[config.mk]
export PLATFORM = sky130hd
export DESIGN_NAME = centroid_tracker
export DESIGN_NICKNAME = d
export VERILOG_FILES = /design/src/rtl/centroid_tracker.sv
export SDC_FILE = /design/constraint.sdc
export NUM_CORES = 1
export LEC_CHECK = 0
export BUFFER_PORTS_ARGS = -buffer_cell sky130_fd_sc_hd__buf_2
export CAP_MARGIN = 30
export CORE_MARGIN = 3
export CORE_UTILIZATION = 29
export CTS_BUF_LIST = sky130_fd_sc_hd__clkbuf_2 sky130_fd_sc_hd__clkbuf_4 sky130_fd_sc_hd__clkbuf_8
export CTS_CLUSTER_SIZE = 14
export DETAILED_ROUTE_END_ITERATION = 8
export SYNTH_ARGS = -nofsm -noshare
export SYNTH_HDL_FRONTEND = slang
export SYNTH_SLANG_ARGS = --single-unit
[constraint.sdc]
create_clock -name PClk -period 9.75 [get_ports PClk]
set_clock_uncertainty 0.05 [all_clocks]
set_input_delay 0.4875 -clock PClk [delete_from_list [all_inputs] [get_ports PClk]]
set_output_delay 0.4875 -clock PClk [all_outputs]
set_load 0.005 [all_outputs]
[src/rtl/centroid_tracker.sv]
// Per-frame centroid tracker. Accumulates set-pixel count and coordinate sums
// over a frame, divides them sequentially after frame end, and publishes the
// crosshair center atomically with minimum-area gating and lost-target fallback.
module centroid_tracker #(
  parameter int unsigned H_ACT       = 640,
  parameter int unsigned V_ACT       = 480,
  parameter int unsigned CNT_W       = 20,
  parameter int unsigned SUM_W       = 30,
  parameter int unsigned MIN_PIX     = 64,
  parameter int unsigned LOST_FRAMES = 8
) (
  input  logic        PClk,
  input  logic        Rst,
  input  logic        VtcDe,
  input  logic [11:0] VtcHCnt,
  input  logic [11:0] VtcVCnt,
  input  logic        Binary_in,
  output logic [11:0] center_h,
  output logic [11:0] center_v,
  output logic        center_valid,
  output logic        target_lost,
  output logic        frame_done,
  output logic        overrun
);

  localparam int unsigned BitW  = (SUM_W > 1) ? $clog2(SUM_W) : 1;
  localparam int unsigned LostW = $clog2(LOST_FRAMES + 1);
  localparam logic [11:0] DefH  = 12'(H_ACT / 2);
  localparam logic [11:0] DefV  = 12'(V_ACT / 2);

  typedef enum logic [2:0] {StIdle, StDivH, StDivV, StUpdate, StReject} state_e;

  state_e           state_q, state_d;
  logic [CNT_W-1:0] cnt_q, cnt_d;
  logic [SUM_W-1:0] sum_h_q, sum_h_d;
  logic [SUM_W-1:0] sum_v_q, sum_v_d;
  logic [CNT_W-1:0] dvs_q, dvs_d;        // divisor: snapshot pixel count
  logic [SUM_W-1:0] snap_v_q, snap_v_d;  // sum_v waits here while sum_h divides
  logic [SUM_W-1:0] dvd_q, dvd_d;        // dividend shifts out, quotient shifts in
  logic [CNT_W-1:0] rem_q, rem_d;
  logic [BitW-1:0]  bit_q, bit_d;
  logic [11:0]      res_h_q, res_h_d;
  logic [11:0]      res_v_q, res_v_d;
  logic [LostW-1:0] lost_q, lost_d;
  logic [11:0]      center_h_q, center_h_d;
  logic [11:0]      center_v_q, center_v_d;
  logic             center_valid_q, center_valid_d;
  logic             target_lost_q, target_lost_d;
  logic             frame_done_q, frame_done_d;
  logic             overrun_q, overrun_d;

  logic             frame_start, frame_end, pix_set;
  logic [CNT_W-1:0] cnt_base;
  logic [SUM_W-1:0] sum_h_base, sum_v_base;
  logic [CNT_W:0]   cnt_sum;
  logic [SUM_W:0]   sum_h_sum, sum_v_sum;
  logic [CNT_W:0]   rem_sh;
  logic             q_bit;
  logic [SUM_W-1:0] quo_next;
  logic [CNT_W-1:0] rem_next;
  logic [LostW-1:0] lost_inc;

  assign frame_start = VtcDe && (VtcHCnt == 12'd0) && (VtcVCnt == 12'd0);
  assign frame_end   = VtcDe && (VtcHCnt == 12'(H_ACT - 1)) && (VtcVCnt == 12'(V_ACT - 1));
  assign pix_set     = VtcDe && Binary_in;

  // Accumulators: restart on frame start, then saturating add of the current pixel.
  always_comb begin
    cnt_base   = frame_start ? '0 : cnt_q;
    sum_h_base = frame_start ? '0 : sum_h_q;
    sum_v_base = frame_start ? '0 : sum_v_q;
    cnt_sum    = {1'b0, cnt_base} + (CNT_W + 1)'(pix_set);
    sum_h_sum  = {1'b0, sum_h_base} + (SUM_W + 1)'(pix_set ? VtcHCnt : 12'd0);
    sum_v_sum  = {1'b0, sum_v_base} + (SUM_W + 1)'(pix_set ? VtcVCnt : 12'd0);
    cnt_d      = cnt_sum[CNT_W] ? '1 : cnt_sum[CNT_W-1:0];
    sum_h_d    = sum_h_sum[SUM_W] ? '1 : sum_h_sum[SUM_W-1:0];
    sum_v_d    = sum_v_sum[SUM_W] ? '1 : sum_v_sum[SUM_W-1:0];
  end

  // One restoring-division step: bring down the next dividend bit, subtract if it fits.
  always_comb begin
    rem_sh   = {rem_q, dvd_q[SUM_W-1]};
    q_bit    = (rem_sh >= {1'b0, dvs_q});
    rem_next = q_bit ? CNT_W'(rem_sh - {1'b0, dvs_q}) : rem_sh[CNT_W-1:0];
    quo_next = {dvd_q[SUM_W-2:0], q_bit};
  end

  assign lost_inc = (lost_q < LostW'(LOST_FRAMES)) ? lost_q + 1'b1 : lost_q;

  // Controller next state: capture, divide h then v, then publish or reject.
  always_comb begin
    state_d        = state_q;
    dvs_d          = dvs_q;
    snap_v_d       = snap_v_q;
    dvd_d          = dvd_q;
    rem_d          = rem_q;
    bit_d          = bit_q;
    res_h_d        = res_h_q;
    res_v_d        = res_v_q;
    lost_d         = lost_q;
    center_h_d     = center_h_q;
    center_v_d     = center_v_q;
    center_valid_d = center_valid_q;
    target_lost_d  = target_lost_q;
    frame_done_d   = 1'b0;
    // A frame end outside IDLE drops that frame's snapshot.
    overrun_d      = overrun_q | (frame_end && (state_q != StIdle));

    case (state_q)
      StIdle: begin
        if (frame_end) begin
          dvs_d    = cnt_d;
          dvd_d    = sum_h_d;
          snap_v_d = sum_v_d;
          rem_d    = '0;
          bit_d    = '0;
          state_d  = (cnt_d < CNT_W'(MIN_PIX)) ? StReject : StDivH;
        end
      end
      StDivH: begin
        dvd_d = quo_next;
        rem_d = rem_next;
        bit_d = bit_q + 1'b1;
        if (bit_q == BitW'(SUM_W - 1)) begin
          res_h_d = quo_next[11:0];
          dvd_d   = snap_v_q;
          rem_d   = '0;
          bit_d   = '0;
          state_d = StDivV;
        end
      end
      StDivV: begin
        dvd_d = quo_next;
        rem_d = rem_next;
        bit_d = bit_q + 1'b1;
        if (bit_q == BitW'(SUM_W - 1)) begin
          res_v_d = quo_next[11:0];
          bit_d   = '0;
          state_d = StUpdate;
        end
      end
      StUpdate: begin
        center_h_d     = res_h_q;
        center_v_d     = res_v_q;
        center_valid_d = 1'b1;
        lost_d         = '0;
        target_lost_d  = 1'b0;
        frame_done_d   = 1'b1;
        state_d        = StIdle;
      end
      StReject: begin
        center_valid_d = 1'b0;
        lost_d         = lost_inc;
        if (lost_inc == LostW'(LOST_FRAMES)) begin
          target_lost_d = 1'b1;
          center_h_d    = DefH;
          center_v_d    = DefV;
        end
        frame_done_d = 1'b1;
        state_d      = StIdle;
      end
      default: state_d = StIdle;
    endcase
  end

  // State and datapath registers with synchronous active-high reset.
  always_ff @(posedge PClk) begin
    if (Rst) begin
      state_q        <= StIdle;
      cnt_q          <= '0;
      sum_h_q        <= '0;
      sum_v_q        <= '0;
      dvs_q          <= '0;
      snap_v_q       <= '0;
      dvd_q          <= '0;
      rem_q          <= '0;
      bit_q          <= '0;
      res_h_q        <= '0;
      res_v_q        <= '0;
      lost_q         <= '0;
      center_h_q     <= DefH;
      center_v_q     <= DefV;
      center_valid_q <= 1'b0;
      target_lost_q  <= 1'b0;
      frame_done_q   <= 1'b0;
      overrun_q      <= 1'b0;
    end else begin
      state_q        <= state_d;
      cnt_q          <= cnt_d;
      sum_h_q        <= sum_h_d;
      sum_v_q        <= sum_v_d;
      dvs_q          <= dvs_d;
      snap_v_q       <= snap_v_d;
      dvd_q          <= dvd_d;
      rem_q          <= rem_d;
      bit_q          <= bit_d;
      res_h_q        <= res_h_d;
      res_v_q        <= res_v_d;
      lost_q         <= lost_d;
      center_h_q     <= center_h_d;
      center_v_q     <= center_v_d;
      center_valid_q <= center_valid_d;
      target_lost_q  <= target_lost_d;
      frame_done_q   <= frame_done_d;
      overrun_q      <= overrun_d;
    end
  end

  assign center_h     = center_h_q;
  assign center_v     = center_v_q;
  assign center_valid = center_valid_q;
  assign target_lost  = target_lost_q;
  assign frame_done   = frame_done_q;
  assign overrun      = overrun_q;

endmodule

==> results of run 1 <==
-- worst max-delay path: cells and delay by family --
kind	cells	cell delay [ns]
compound gates	5	1.25
buf+inv	1	0.12
fa+ha+maj	1	0.36
simple gates	6	2.81
-- power by group --
part	switching (mW)	internal (mW)	leakage [nW]
combinational	0.0754	0.0374	2.98
clock	0.438	0.541	0.469
sequential	0.00287	1.01	1.97
total	0.516	1.58	5.41
-- cells by family after synthesis --
family	Yosys count	share of synthesized area, %
compound gates	484	24.4
simple gates	589	22.3
flops	244	37.3
fa+ha+maj	52	5.14
mux	22	1.70
buf+inv	137	4.33
xor+xnor	72	4.81
-- worst paths after layout --
| check | end | slack, ns | cells past startpoint |
|---|---|---|---|
| worst max-delay path | dvd_q[27]$_SDFFE_PP0P_ | 5.15 | 13 |
| worst min-delay path | frame_done$_SDFF_PP0_ | 0.37 | 2 |
| worst max register to register | dvd_q[27]$_SDFFE_PP0P_ | 6.57 | 9 |
| worst min register to register | center_h[9]$_SDFFE_PP0P_ | 0.40 | 2 |
-- stage by stage --
| step | power (mW) | instance area (µm²) | util (%) |
|---|---|---|---|
| floorplan | 1.10 | 13100 | - |
| global placement | 1.14 | 13800 | 31.1 |
| detailed placement | 1.14 | 13800 | 31.2 |
| CTS | 2.12 | 14700 | 33.2 |
| global route | 2.17 | 14800 | 33.2 |
| finish | 2.10 | 14800 | 33.2 |
-- layout make-up --
| type | instances | area (µm²) | share of cell area, % |
|---|---|---|---|
| clock buffer | 65 | 826 | 5.60 |
| clock inverter | 9 | 56.3 | 0.382 |
| inverter | 39 | 146 | 0.992 |
| multi-input combinational | 1219 | 7680 | 52.0 |
| sequential | 244 | 4880 | 33.1 |
| tap | 592 | 741 | 5.02 |
| timing repair buffer | 69 | 424 | 2.87 |
-- flip-flops by register name (all words and copies together), names as in the netlist --
signal and cells:
overrun 1, state_q 3, lost_q 4, res_h_q 12, snap_v_q 30, sum_h_q 30
sum_v_q 30, center_h 12, frame_done 1, res_v_q 12, center_valid 1, bit_q 5
cnt_q 20, center_v 12, rem_q 20, target_lost 1, dvs_q 20, dvd_q 30
-- cells in the mapped netlist, drive strengths merged, types with 7 or more instances --
cell / count
dfxtp: 244
a21oi: 174
nor2: 173
nand2: 145
o21ai: 89
clkbuf: 68
a211oi: 62
ha: 49
nand3: 47
xnor2: 41
and2: 40
inv: 39
and3: 38
nor3: 32
xor2: 31
buf: 30
nand4: 30
a21o: 22
a221oi: 22
nor4: 21
mux2i: 20
o21a: 18
nand2b: 12
a31oi: 11
o211ai: 11
and4: 9
o2111ai: 9
a32oi: 8
a2111oi: 7
nand3b: 7
or2: 7
-- per-layer routing --
layer,global-route usage [%],up-vias
li1,-,5876
met1,22.5,5795
met2,24.6,402
met3,3.59,79
met4,5.70,2
met5,0,-
==> results.rst, run 1 <==
.. list-table::
   :header-rows: 1

   * - Metric
     - Value
   * - Post-CTS clock slew at the launch and capture registers of the worst setup and hold paths
     - 0.06 ns
   * - RSZ-0062 raised after global routing
     - false
   * - Commonest register cell after synthesis
     - sky130_fd_sc_hd__dfxtp_1
   * - Post-CTS Setup Inserts
     - 0
   * - Maximum level of the CTS H-tree
     - 2
   * - Leading cell type in the layout, fill and taps excluded
     - sky130_fd_sc_hd__dfxtp_1
   * - CTS Buffer Depth
     - 3
   * - Relative area change from synthesis to final layout
     - 12.6%
   * - Power per standard cell area
     - 142 nW/µm²
   * - Via-to-Cell Ratio
     - 5.43
   * - Number of slew-limit violations in the final report
     - 0
   * - Arrival time at the worst endpoint
     - 5.04 ns
   * - Proportion of netlist area held by the largest area contributor
     - 37.3%
   * - Synth warnings
     - 0
   * - Number of antenna violations at the first check in global routing
     - 1
   * - Top-level port count
     - 56
   * - Syn Std Cell Area
     - 13100 µm²
   * - Clk sinks
     - 244
   * - Crit-path max FO
     - 23
   * - Setup_tns
     - 0 ns
   * - X dimension of the die
     - 219 µm
   * - Worst-case vdd ir drop
     - 0.0980 mV
   * - Headroom to the max-slew limit
     - 37.2%
   * - Via count of the first global-routing pass
     - 11400
   * - Final #Nets
     - 1695
   * - Post-synthesis sequential area ratio
     - 37.3%
   * - Worst setup path category
     - input port to register
   * - Number of placed instances, taps included
     - 2161
   * - Slowest-stage cell, CP
     - sky130_fd_sc_hd__nor2_2
   * - Place WS
     - 4.59 ns
   * - Clock latency of the later-clocked register in the worst-skew pair
     - 0.58 ns
   * - Delay of the slowest critical-path stage
     - 0.67 ns
   * - DRC Markers
     - 0
   * - Number of enable-type register cells in the synthesized netlist
     - 0
   * - Status
     - finished, final reports clean
   * - Top sig layer
     - met5
   * - Count of TritonRoute iterations in the first routing pass
     - 6
   * - Detail Placement HPWL
     - 28.4 mm
   * - Proportion of synthesized flip-flops having asynchronous set or reset
     - 0%
   * - Critical path capture point type
     - register
   * - Worst hold margin
     - 0.371 ns
   * - GRT Residual Overflow
     - 0
   * - Total met3 wirelength after detailed routing
     - 2.80 mm
   * - Layout cell share with drive strength beyond 1
     - 11.6%
   * - Diode count
     - 0
   * - Endpoint required time on the critical path
     - 10.19 ns
   * - Routability congestion estimate from global placement
     - 0.888
   * - Mapped Cells
     - 1600
   * - CTS-repair resized insts
     - 0
   * - Actual transition at the worst max-transition pin
     - 0.940 ns
   * - Yosys cell types
     - 92
   * - Classification of the worst-slack hold path
     - input port to register
   * - Maximum number of pins on one net before global-route repair
     - 102
   * - HP Start
     - Rst
   * - TritonCTS clock tree
     - done
   * - Wire length on met2
     - 17.2 mm
   * - Start of the worst register-to-register path
     - sum_h_q[8]$_SDFF_PP0_
   * - Total Routed Length
     - 39.7 mm
   * - Tcrit/Tclk final
     - 47.2%
   * - Starting DRT DRC Count
     - 957
   * - Final period demand of the worst path
     - 4.60 ns
   * - Leakage power
     - 5.41 nW
   * - Buffer type at the clock tree root
     - sky130_fd_sc_hd__clkbuf_8
   * - Floorplan die area
     - 47800 µm²
   * - Die Ht
     - 219 µm
   * - Most frequent cells in the layout
     - sky130_fd_sc_hd__dfxtp_1 (244), sky130_fd_sc_hd__a21oi_1 (172), sky130_fd_sc_hd__nor2_1 (167)
   * - Syn nets
     - 1680
   * - Final standard cell count with taps included and fillers excluded
     - 2237
   * - Cell-by-cell listing of the critical path
     - buf_2 > nor4_1 > and4_1 > nand2_1 > and2_1 > ha_1 > a21o_1 > a211oi_1 > a21oi_2 > nand3_1 > nor2_2 > o21ai_0 > a311oi_1
   * - Clock buffer count from CTS
     - 42
   * - PnR worst setup slack
     - 5.15 ns
   * - Number of hold buffers added after CTS
     - 0
   * - Synth Register Bits
     - 244
   * - Highest clock frequency the design can meet
     - 217 MHz
   * - Final-report hold violation count
     - 0
   * - Initial cell density of the core
     - 29.5%
   * - ANT nets after route
     - 0
   * - Area contributors post-synth
     - sky130_fd_sc_hd__dfxtp_1 (37%), sky130_fd_sc_hd__a21oi_1 (6.6%), sky130_fd_sc_hd__nor2_1 (4.8%)
   * - Synthesized area divided by synthesized cell count
     - 8.19 µm²
   * - # Max-Cap Violations
     - 0
   * - Kind of launch point of the worst setup path
     - input port
   * - Total via count in the routed design
     - 12200
   * - Total global-route track usage
     - 16.2%
   * - Largest area contributor in the netlist
     - sky130_fd_sc_hd__dfxtp_1
   * - Met1 wire length
     - 18.5 mm
   * - Area of the core
     - 44400 µm²
   * - Global-route wire length before repair
     - 62.8 mm
   * - Final-report setup violation count
     - 0
   * - Standard-cell row count
     - 77
   * - Worst setup path start
     - VtcVCnt[1]
   * - FILL cells
     - 4649
   * - Wire length per cell after detailed routing
     - 17.8 µm
   * - Count of input and output buffers
     - 55
(Power assumes the default switching activity.)
==> run 2, diff against run 1 <==
==> constraint.sdc (replaced) <==
create_clock -name PClk -period 3.8 [get_ports PClk]
set_clock_uncertainty 0.05 [all_clocks]
set_input_delay 0.19 -clock PClk [delete_from_list [all_inputs] [get_ports PClk]]
set_output_delay 0.19 -clock PClk [all_outputs]
set_load 0.005 [all_outputs]
==> run 2 against run 1 <==
Hold slack lost 0.18 ns; sequential share of layout area decreased by 0.70 points; clock power rose to 2.5 times the previous value; global-route usage decreased by 0.097 points; critical endpoint is now dvd_q[7]$_SDFFE_PP0P_; largest cell class unchanged.
==> results.rst, run 2 (synthesis results as in run 1) <==
.. list-table::
   :header-rows: 1

   * - Metric
     - Value
   * - Status
     - finished, final reports clean
   * - Diode count
     - 0
   * - Crit-path leading delay family
     - compound AO/OA/AOI/OAI gates
   * - Clock latency of the later-clocked register in the worst-skew pair
     - 0.56 ns
   * - Standard-cell row count
     - 77
   * - X dimension of the die
     - 219 µm
   * - Clk sinks
     - 244
   * - Global-route wire length before repair
     - 62.5 mm
   * - Maximum number of pins on one net before global-route repair
     - 66
   * - ANT nets after route
     - 0
   * - Via-to-Cell Ratio
     - 5.31
   * - Final-report hold violation count
     - 0
   * - Leakage power
     - 5.63 nW
   * - Relative area change from synthesis to final layout
     - 15.1%
   * - Floorplan die area
     - 47800 µm²
   * - RSZ-0062 raised after global routing
     - false
   * - DRC Markers
     - 0
   * - Critical path capture point type
     - register
   * - Endpoint required time on the critical path
     - 4.17 ns
   * - Cell-by-cell listing of the critical path
     - buf_2 > nor4_1 > and4_1 > nand2_1 > buf_4 > and2_1 > ha_1 > a21o_1 > a2111oi_4 > o21ai_2 > nand4_1 > buf_4 > a21oi_1 > a221oi_1 > a21oi_1
   * - Initial cell density of the core
     - 29.5%
   * - Kind of launch point of the worst setup path
     - input port
   * - Number of antenna violations at the first check in global routing
     - 2
   * - Leading cell type in the layout, fill and taps excluded
     - sky130_fd_sc_hd__dfxtp_1
   * - Classification of the worst-slack hold path
     - input port to register
   * - Final Util
     - 33.9%
   * - Setup slack of the worst register-to-register path
     - 0.68 ns
   * - Die Ht
     - 219 µm
   * - Delay of the slowest critical-path stage
     - 0.49 ns
   * - Post-CTS Setup Inserts
     - 0
   * - Headroom to the max-slew limit
     - 38.1%
   * - # Max-Cap Violations
     - 0
   * - Number of slew-limit violations in the final report
     - 0
   * - Slowest-stage cell, CP
     - sky130_fd_sc_hd__a2111oi_4
   * - Buffer type at the clock tree root
     - sky130_fd_sc_hd__clkbuf_8
   * - Detail Placement HPWL
     - 28.9 mm
   * - Count of TritonRoute iterations in the first routing pass
     - 5
   * - PnR worst setup slack
     - 0.553 ns
   * - Clock buffer count from CTS
     - 43
   * - Crit-path max FO
     - 12
   * - Worst-case vdd ir drop
     - 0.231 mV
   * - Arrival time at the worst endpoint
     - 3.62 ns
   * - Starting DRT DRC Count
     - 860
   * - Area of the core
     - 44400 µm²
   * - Tcrit/Tclk final
     - 85.4%
   * - Final-report setup violation count
     - 0
   * - Via count of the first global-routing pass
     - 11600
   * - Count of input and output buffers
     - 55
   * - Place WS
     - 0.0262 ns
   * - Total Routed Length
     - 39.4 mm
   * - Actual transition at the worst max-transition pin
     - 0.929 ns
   * - Highest clock frequency the design can meet
     - 308 MHz
   * - Layout cell share with drive strength beyond 1
     - 13.9%
   * - Worst setup path category
     - input port to register
   * - FILL cells
     - 4608
   * - TritonCTS clock tree
     - done
   * - Post-CTS clock slew at the launch and capture registers of the worst setup and hold paths
     - 0.06 ns
   * - Final #Nets
     - 1743
   * - Most frequent cells in the layout
     - sky130_fd_sc_hd__dfxtp_1 (244), sky130_fd_sc_hd__a21oi_1 (172), sky130_fd_sc_hd__nor2_1 (167)
   * - Sum of internal, switching and leakage power
     - 5.37 mW
   * - Final period demand of the worst path
     - 3.25 ns
   * - Maximum level of the CTS H-tree
     - 2
   * - Top-level port count
     - 56
   * - Wire length per cell after detailed routing
     - 17.3 µm
   * - Power per standard cell area
     - 356 nW/µm²
   * - Routability congestion estimate from global placement
     - 0.947
   * - Setup_tns
     - 0 ns
   * - GRT Residual Overflow
     - 0
   * - CP bufs+invs
     - 3
   * - Total global-route track usage
     - 16.1%
   * - Total via count in the routed design
     - 12100
   * - CTS Buffer Depth
     - 3
## run 2: changes by cell type in the layout (fill, tap and decap cells not counted), sizes merged
cell | before | now
buf | 69 | 115
clkbuf | 65 | 67
clkinv | 6 | 7
clkinvlp | 2 | 0
dlygate4sd3 | 0 | 1
inv | 40 | 39
## run 2: cell type report
type / instances / area [µm²] / area share [%]
Multi-Input combinational cell: 1219 / 7670 / 50.9
Sequential cell: 244 / 4880 / 32.4
Clock buffer: 67 / 835 / 5.54
Timing Repair Buffer: 116 / 762 / 5.05
Tap cell: 592 / 741 / 4.91
Inverter: 39 / 146 / 0.971
Clock inverter: 7 / 35.0 / 0.232
## run 2: worst register-to-register path, stage by stage, from the launching register on
cell	delay, ns
sky130_fd_sc_hd__dfxtp_1	0.29
sky130_fd_sc_hd__inv_1	0.22
sky130_fd_sc_hd__ha_1	0.23
sky130_fd_sc_hd__inv_1	0.05
sky130_fd_sc_hd__fa_1	0.40
sky130_fd_sc_hd__a21o_1	0.20
sky130_fd_sc_hd__a221o_1	0.36
sky130_fd_sc_hd__a2111oi_1	0.55
sky130_fd_sc_hd__o21ai_0	0.17
sky130_fd_sc_hd__a21oi_1	0.19
sky130_fd_sc_hd__xor2_1	0.18
sky130_fd_sc_hd__o21ai_0	0.10
## run 2: per-layer routing
| metal | global-route usage [%] | part of all wire, % | routed length [µm] |
|---|---|---|---|
| met4 | 5.35 | 3.3 | 1300 |
| met3 | 3.25 | 6.4 | 2510 |
| met5 | 0 | 0.033 | 13 |
| met1 | 22.7 | 48 | 18800 |
| met2 | 24.4 | 42 | 16700 |
## run 2: final timing paths
kind	startpoint	to	depth (start not counted)
worst min-delay path	VtcVCnt[0]	sum_v_q[0]$_SDFF_PP0_	5
worst min register to register	center_h[11]$_SDFFE_PP0P_	center_h[11]$_SDFFE_PP0P_	2
worst max register to register	dvd_q[29]$_SDFFE_PP0P_	rem_q[12]$_SDFFE_PP0P_	11
worst max-delay path	VtcVCnt[4]	dvd_q[7]$_SDFFE_PP0P_	15
## run 2: power by group
group	total, mW	internal [mW]	switching, mW
sequential	2.58	2.58	0.00505
combinational	0.306	0.107	0.199
clock	2.48	1.39	1.09
## run 2: what timing repair did
action | in CTS | in global routing
gates resized for setup | 0 | 0
hold buffers | 1 | 0
hold endpoints to repair | 16 | 0
## run 2: stage by stage
stage	std cells	cell area [µm²]	hold slack, ns
6_report	2284	15100	0.187
3_3_place_gp	2208	14200	0.388
5_1_grt	2284	15100	0.224
2_1_floorplan	1600	13100	0.375
3_5_place_dp	2209	14200	0.395
4_1_cts	2284	15100	0.162
